[src/rtl/vec_cache_wr_cmd_arb.sv]
// Per-lane west/east write-command arbiter with round-robin tie-break,
// a one-deep registered output stage and a saturating conflict counter.

module vec_cache_wr_cmd_arb_lane #(
    parameter int PLD_W = 64,
    parameter int CNT_W = 16
) (
    input  logic             clk,
    input  logic             rst_n,
    input  logic             west_vld,
    input  logic [PLD_W-1:0] west_pld,
    output logic             west_rdy,
    input  logic             east_vld,
    input  logic [PLD_W-1:0] east_pld,
    output logic             east_rdy,
    output logic             out_vld,
    output logic [PLD_W-1:0] out_pld,
    output logic             out_src,
    input  logic             out_rdy,
    input  logic             cnt_clr,
    output logic [CNT_W-1:0] cnt
);
    typedef struct packed {
        logic             src;
        logic [PLD_W-1:0] pld;
    } cmd_t;

    localparam logic [CNT_W-1:0] CNT_ONE = {{(CNT_W-1){1'b0}}, 1'b1};

    cmd_t             held_q;
    cmd_t             win_cmd;
    logic             full_q;
    logic             rr_q;
    logic [CNT_W-1:0] cnt_q;
    logic             contend;
    logic             win_east;
    logic             can_load;
    logic             load;

    // Grant depends only on valids, rr and output occupancy; payload is muxed
    // separately so no pld ever reaches a ready.
    always_comb begin
        contend     = west_vld & east_vld;
        win_east    = east_vld & (~west_vld | rr_q);
        can_load    = ~full_q | out_rdy;
        load        = rst_n & can_load & (west_vld | east_vld);
        west_rdy    = load & ~win_east;
        east_rdy    = load & win_east;
        win_cmd.src = win_east;
        win_cmd.pld = win_east ? east_pld : west_pld;
    end

    always_ff @(posedge clk or negedge rst_n) begin
        if (!rst_n) begin
            full_q <= 1'b0;
            held_q <= '0;
            rr_q   <= 1'b0;
        end else begin
            if (load) begin
                full_q <= 1'b1;
                held_q <= win_cmd;
                if (contend) rr_q <= ~win_east;
            end else if (out_rdy) begin
                full_q <= 1'b0;
            end
        end
    end

    // Counts contended cycles whether or not a grant happens.
    always_ff @(posedge clk or negedge rst_n) begin
        if (!rst_n) begin
            cnt_q <= '0;
        end else if (cnt_clr) begin
            cnt_q <= '0;
        end else if (contend && (cnt_q != {CNT_W{1'b1}})) begin
            cnt_q <= cnt_q + CNT_ONE;
        end
    end

    assign out_vld = full_q;
    assign out_pld = held_q.pld;
    assign out_src = held_q.src;
    assign cnt     = cnt_q;
endmodule

module vec_cache_wr_cmd_arb #(
    parameter int NUM_LANE = 8,
    parameter int PLD_W    = 64,
    parameter int CNT_W    = 16
) (
    input  logic                      clk,
    input  logic                      rst_n,
    input  logic [NUM_LANE-1:0]       west_cmd_vld,
    input  logic [NUM_LANE*PLD_W-1:0] west_cmd_pld,
    output logic [NUM_LANE-1:0]       west_cmd_rdy,
    input  logic [NUM_LANE-1:0]       east_cmd_vld,
    input  logic [NUM_LANE*PLD_W-1:0] east_cmd_pld,
    output logic [NUM_LANE-1:0]       east_cmd_rdy,
    output logic [NUM_LANE-1:0]       out_cmd_vld,
    output logic [NUM_LANE*PLD_W-1:0] out_cmd_pld,
    output logic [NUM_LANE-1:0]       out_cmd_src,
    input  logic [NUM_LANE-1:0]       out_cmd_rdy,
    input  logic                      cnt_clr,
    output logic [NUM_LANE*CNT_W-1:0] conflict_cnt
);
    for (genvar i = 0; i < NUM_LANE; i++) begin : g_lane
        vec_cache_wr_cmd_arb_lane #(
            .PLD_W (PLD_W),
            .CNT_W (CNT_W)
        ) u_lane (
            .clk      (clk),
            .rst_n    (rst_n),
            .west_vld (west_cmd_vld[i]),
            .west_pld (west_cmd_pld[i*PLD_W +: PLD_W]),
            .west_rdy (west_cmd_rdy[i]),
            .east_vld (east_cmd_vld[i]),
            .east_pld (east_cmd_pld[i*PLD_W +: PLD_W]),
            .east_rdy (east_cmd_rdy[i]),
            .out_vld  (out_cmd_vld[i]),
            .out_pld  (out_cmd_pld[i*PLD_W +: PLD_W]),
            .out_src  (out_cmd_src[i]),
            .out_rdy  (out_cmd_rdy[i]),
            .cnt_clr  (cnt_clr),
            .cnt      (conflict_cnt[i*CNT_W +: CNT_W])
        );
    end
endmodule

[config.mk]
export PLATFORM = sky130hd
export DESIGN_NAME = vec_cache_wr_cmd_arb
export DESIGN_NICKNAME = d
export VERILOG_FILES = /design/src/rtl/vec_cache_wr_cmd_arb.sv
export SDC_FILE = /design/constraint.sdc
export NUM_CORES = 1
export LEC_CHECK = 0
export CAP_MARGIN = 20
export CELL_PAD_IN_SITES_DETAIL_PLACEMENT = 2
export CELL_PAD_IN_SITES_GLOBAL_PLACEMENT = 2
export CORE_AREA = 4 4 676 678
export DETAILED_ROUTE_END_ITERATION = 6
export DIE_AREA = 0 0 680 682
export DONT_BUFFER_PORTS = 1
export GPL_TIMING_DRIVEN = 0
export PLACE_DENSITY = 0.32
export SKIP_CTS_REPAIR_TIMING = 1
export SLEW_MARGIN = 15
export SYNTH_ARGS = -nofsm -noshare
export SYNTH_HDL_FRONTEND = slang
export SYNTH_SLANG_ARGS = --single-unit
[constraint.sdc]
create_clock -name clk -period 2.9 [get_ports clk]
set_input_delay 0.29 -clock clk [delete_from_list [all_inputs] [get_ports clk]]
set_output_delay 0.29 -clock clk [all_outputs]
set_load 0.1 [all_outputs]
==> impl_metrics.tcl <==
set metrics [dict create \
    run_status "finished with violations" \
    failed_checks "hold timing" \
    dieArea_um2 463800 \
    first_iter_violations 1627 \
    die_h_um 682 \
    postSynthAreaPerCell_um2 10.04 \
    synth_cell_type_count 58 \
    setup_ws_ns 0.06472 \
    met1_usage 0.1268 \
    fin_tns_setup_ns 0 \
    fin_crit_ns 2.835 \
    synth_most_common_cell "dfrtp_1" \
    hp-class "input port to register" \
    final-max-slew-violation-count 0 \
    fp-row-count 247 \
    maxSlewHeadroom 0.1955 \
    port-buffer-count 0 \
    fp.dieW_um 680 \
    clock_sinks 664 \
    path_class "register to register" \
    peakVddDrop_uv 405.8 \
    drv_cap 0 \
    start_util 0.07006 \
    postSynthCellCount 3150 \
    num_io_pins 1723 \
    grt_use_met2 0.2331 \
    use_met3 0.07624 \
    cts_tree "yes" \
    cp-end-kind "register" \
    p_per_area_nw_per_um2 774.6 \
    hpwl_um 275700 \
    viasPerCell 3.175 \
    tightestPinTransition_ns 1.207 \
    synthTopCellsByArea "dfrtp_1, mux2i_1, o21ai_0, nand2_1, clkbuf_1" \
    overflow 0 \
    critPathMaxFanout 5 \
    drc 0 \
    cts_max_path_buffers 4 \
    grt.busiest_layer "met2" \
    grt_usage 0.1300 \
    syn_nets 4209 \
    ys.flop_type "dfrtp_1" \
    synth-seq-area-share 0.5256 \
    ys_ff_latch 664 \
    holdWs_ns -0.01460 \
    required_ns 3.60 \
    synth.top_cells.by_count "dfrtp_1, nand2_1, o21ai_0" \
    drtPass1Iterations 4 \
    start_kind "register" \
    place_ws_ns -2.857 \
    grt_pass1_wl_um 385200 \
    synth_edf_count 0 \
    setup_viol 0 \
    vias 33783 \
    drive_above_1_share 0.1188 \
    cts_buffers 105 \
    grt_pass1_vias 29977 \
    grt_max_degree 180 \
    yosysTopAreaCell "dfrtp_1" \
    synth_top_area_frac 0.5256 \
    hold_viol_final 1 \
    root_buffer "clkbuf_16" \
    skew_ns 0.04247 \
    antenna_found_initial 338 \
    yosysWarningCount 0 \
    cts.htree.levels 3 \
    core_area_um2 451200 \
    wl_um 333100 \
    clk_pin_slew_ns 0.06 \
    area_growth_pct 80.26 \
    routabilityCongestion 0.9303 \
    timing.final.crit_share 0.9777 \
    layout.nets 5571 \
    avgRoutedWirePerCell_um 31.31 \
    power_leakage_nw 23.15 \
    detail-route-antenna-nets 0 \
    async_flop_share 1.000 \
    fmax_ghz 0.3527 \
    fillCellCount 52270 \
    syn-cell-area_um2 31610 \
    clk_latency_ns 0.83 \
    cp.arrival_ns 3.54 \
]
-- cell type report --
class	instances	area, um^2	share of cell area
clock buffers	151	3102	0.05444
flip-flops and latches	664	16710	0.2933
plain buffers	224	1229	0.02156
clock inverters	33	324.1	0.005687
repair buffers	1263	13800	0.2421
inverters	23	87.58	0.001537
diodes	74	185.2	0.003250
multi-input cells	2231	14070	0.2469
well taps	5976	7477	0.1312
-- kinds of logic (layout without fill, tap and decap cells) --
| family | count (synthesis) | in the layout | share of synthesized area |
|---|---|---|---|
| flip-flops | 664 | 664 | 0.5256 |
| adder cells (fa/ha/maj) | 8 | 8 | 0.003167 |
| AO/OA/AOI/OAI | 726 | 726 | 0.1231 |
| other | 0 | 74 | 0 |
| XOR/XNOR | 14 | 14 | 0.003879 |
| AND/OR/NAND/NOR | 947 | 947 | 0.1381 |
| buffers and inverters | 255 | 1694 | 0.03574 |
| multiplexers | 536 | 536 | 0.1704 |
-- sequential cells by signal, indices dropped and copies added, names as in the netlist --
signal and cells:
g_lane.u_lane.rr_q 8, g_lane.u_lane.out_src 8, g_lane.u_lane.out_vld 8, g_lane.u_lane.out_pld 512, g_lane.u_lane.cnt 128
-- report_power, final --
group          switching [W]  total [W]  leakage, nW  internal [W]
clock network        0.00548     0.0132         1.68       0.00773
registers             0.0127     0.0232         8.27        0.0105
logic                0.00400    0.00771         13.2       0.00371
total                 0.0222     0.0441         23.1        0.0220
-- critical path, cell delays in order (launching register included) --
cell	delay (ns)
dfrtp_1	1.09
and3_1	0.37
or3b_2	0.54
nor4_1	0.35
mux2_2	0.37
-- cell usage in the layout, fill, tap and decap left out, drive strengths merged, types with 18 or more instances in the layout --
cell type,count
inv,24
or4,34
buf,255
nor4,21
nor2,61
nand4,43
nor2b,26
o21ai,559
nand2b,20
mux2,18
diode,74
clkinv,21
clkbuf,302
nand2,590
o31ai,34
or3,31
mux2i,518
dfrtp,664
nor3,24
dlygate4sd3,1081
nand3,34
a21oi,78
-- per-layer routing --
layer / vias to the layer above / share of wire / wire length, um
met1: 17201 / 0.34 / 114100
met5: - / 0.0036 / 1193
met4: 178 / 0.034 / 11250
met3: 799 / 0.12 / 39330
met2: 1622 / 0.50 / 167300
li1: 13983 / - / -
-- final timing paths --
path	from	to	slack, ns	cells after the start
setup / recovery	g_lane[6].u_lane.cnt[6]$_DFFE_PN0P_	g_lane[6].u_lane.cnt[15]$_DFFE_PN0P_	0.06	4
hold / removal	west_cmd_pld[260]	g_lane[4].u_lane.out_pld[4]$_DFFE_PN0P_	-0.01	2
setup reg to reg	g_lane[6].u_lane.cnt[6]$_DFFE_PN0P_	g_lane[6].u_lane.cnt[15]$_DFFE_PN0P_	0.06	4
hold reg to reg	g_lane[0].u_lane.out_src$_DFFE_PN0P_	g_lane[0].u_lane.out_src$_DFFE_PN0P_	0.48	1
max in group asynchronous	rst_n	g_lane[2].u_lane.out_pld[47]$_DFFE_PN0P_	1.30	5
min in group asynchronous	rst_n	g_lane[1].u_lane.out_pld[22]$_DFFE_PN0P_	0.09	3
-- stage by stage --
stage               cells  hold slack (ns)     util  instance area [um^2]  total power [W]
finish              10639         -0.01460   0.1263                 56980          0.04413
global route        10600        -0.007338   0.1261                 56880          0.04596
CTS                  9420          -0.9715  0.09816                 44290          0.04255
detailed placement   9236        -0.005204  0.09057                 40870          0.02876
global placement     9126          0.02448  0.08663                 39090          0.02824
floorplan            3150        -0.005591        -                 31610          0.02570
(Power assumes the default switching activity.)
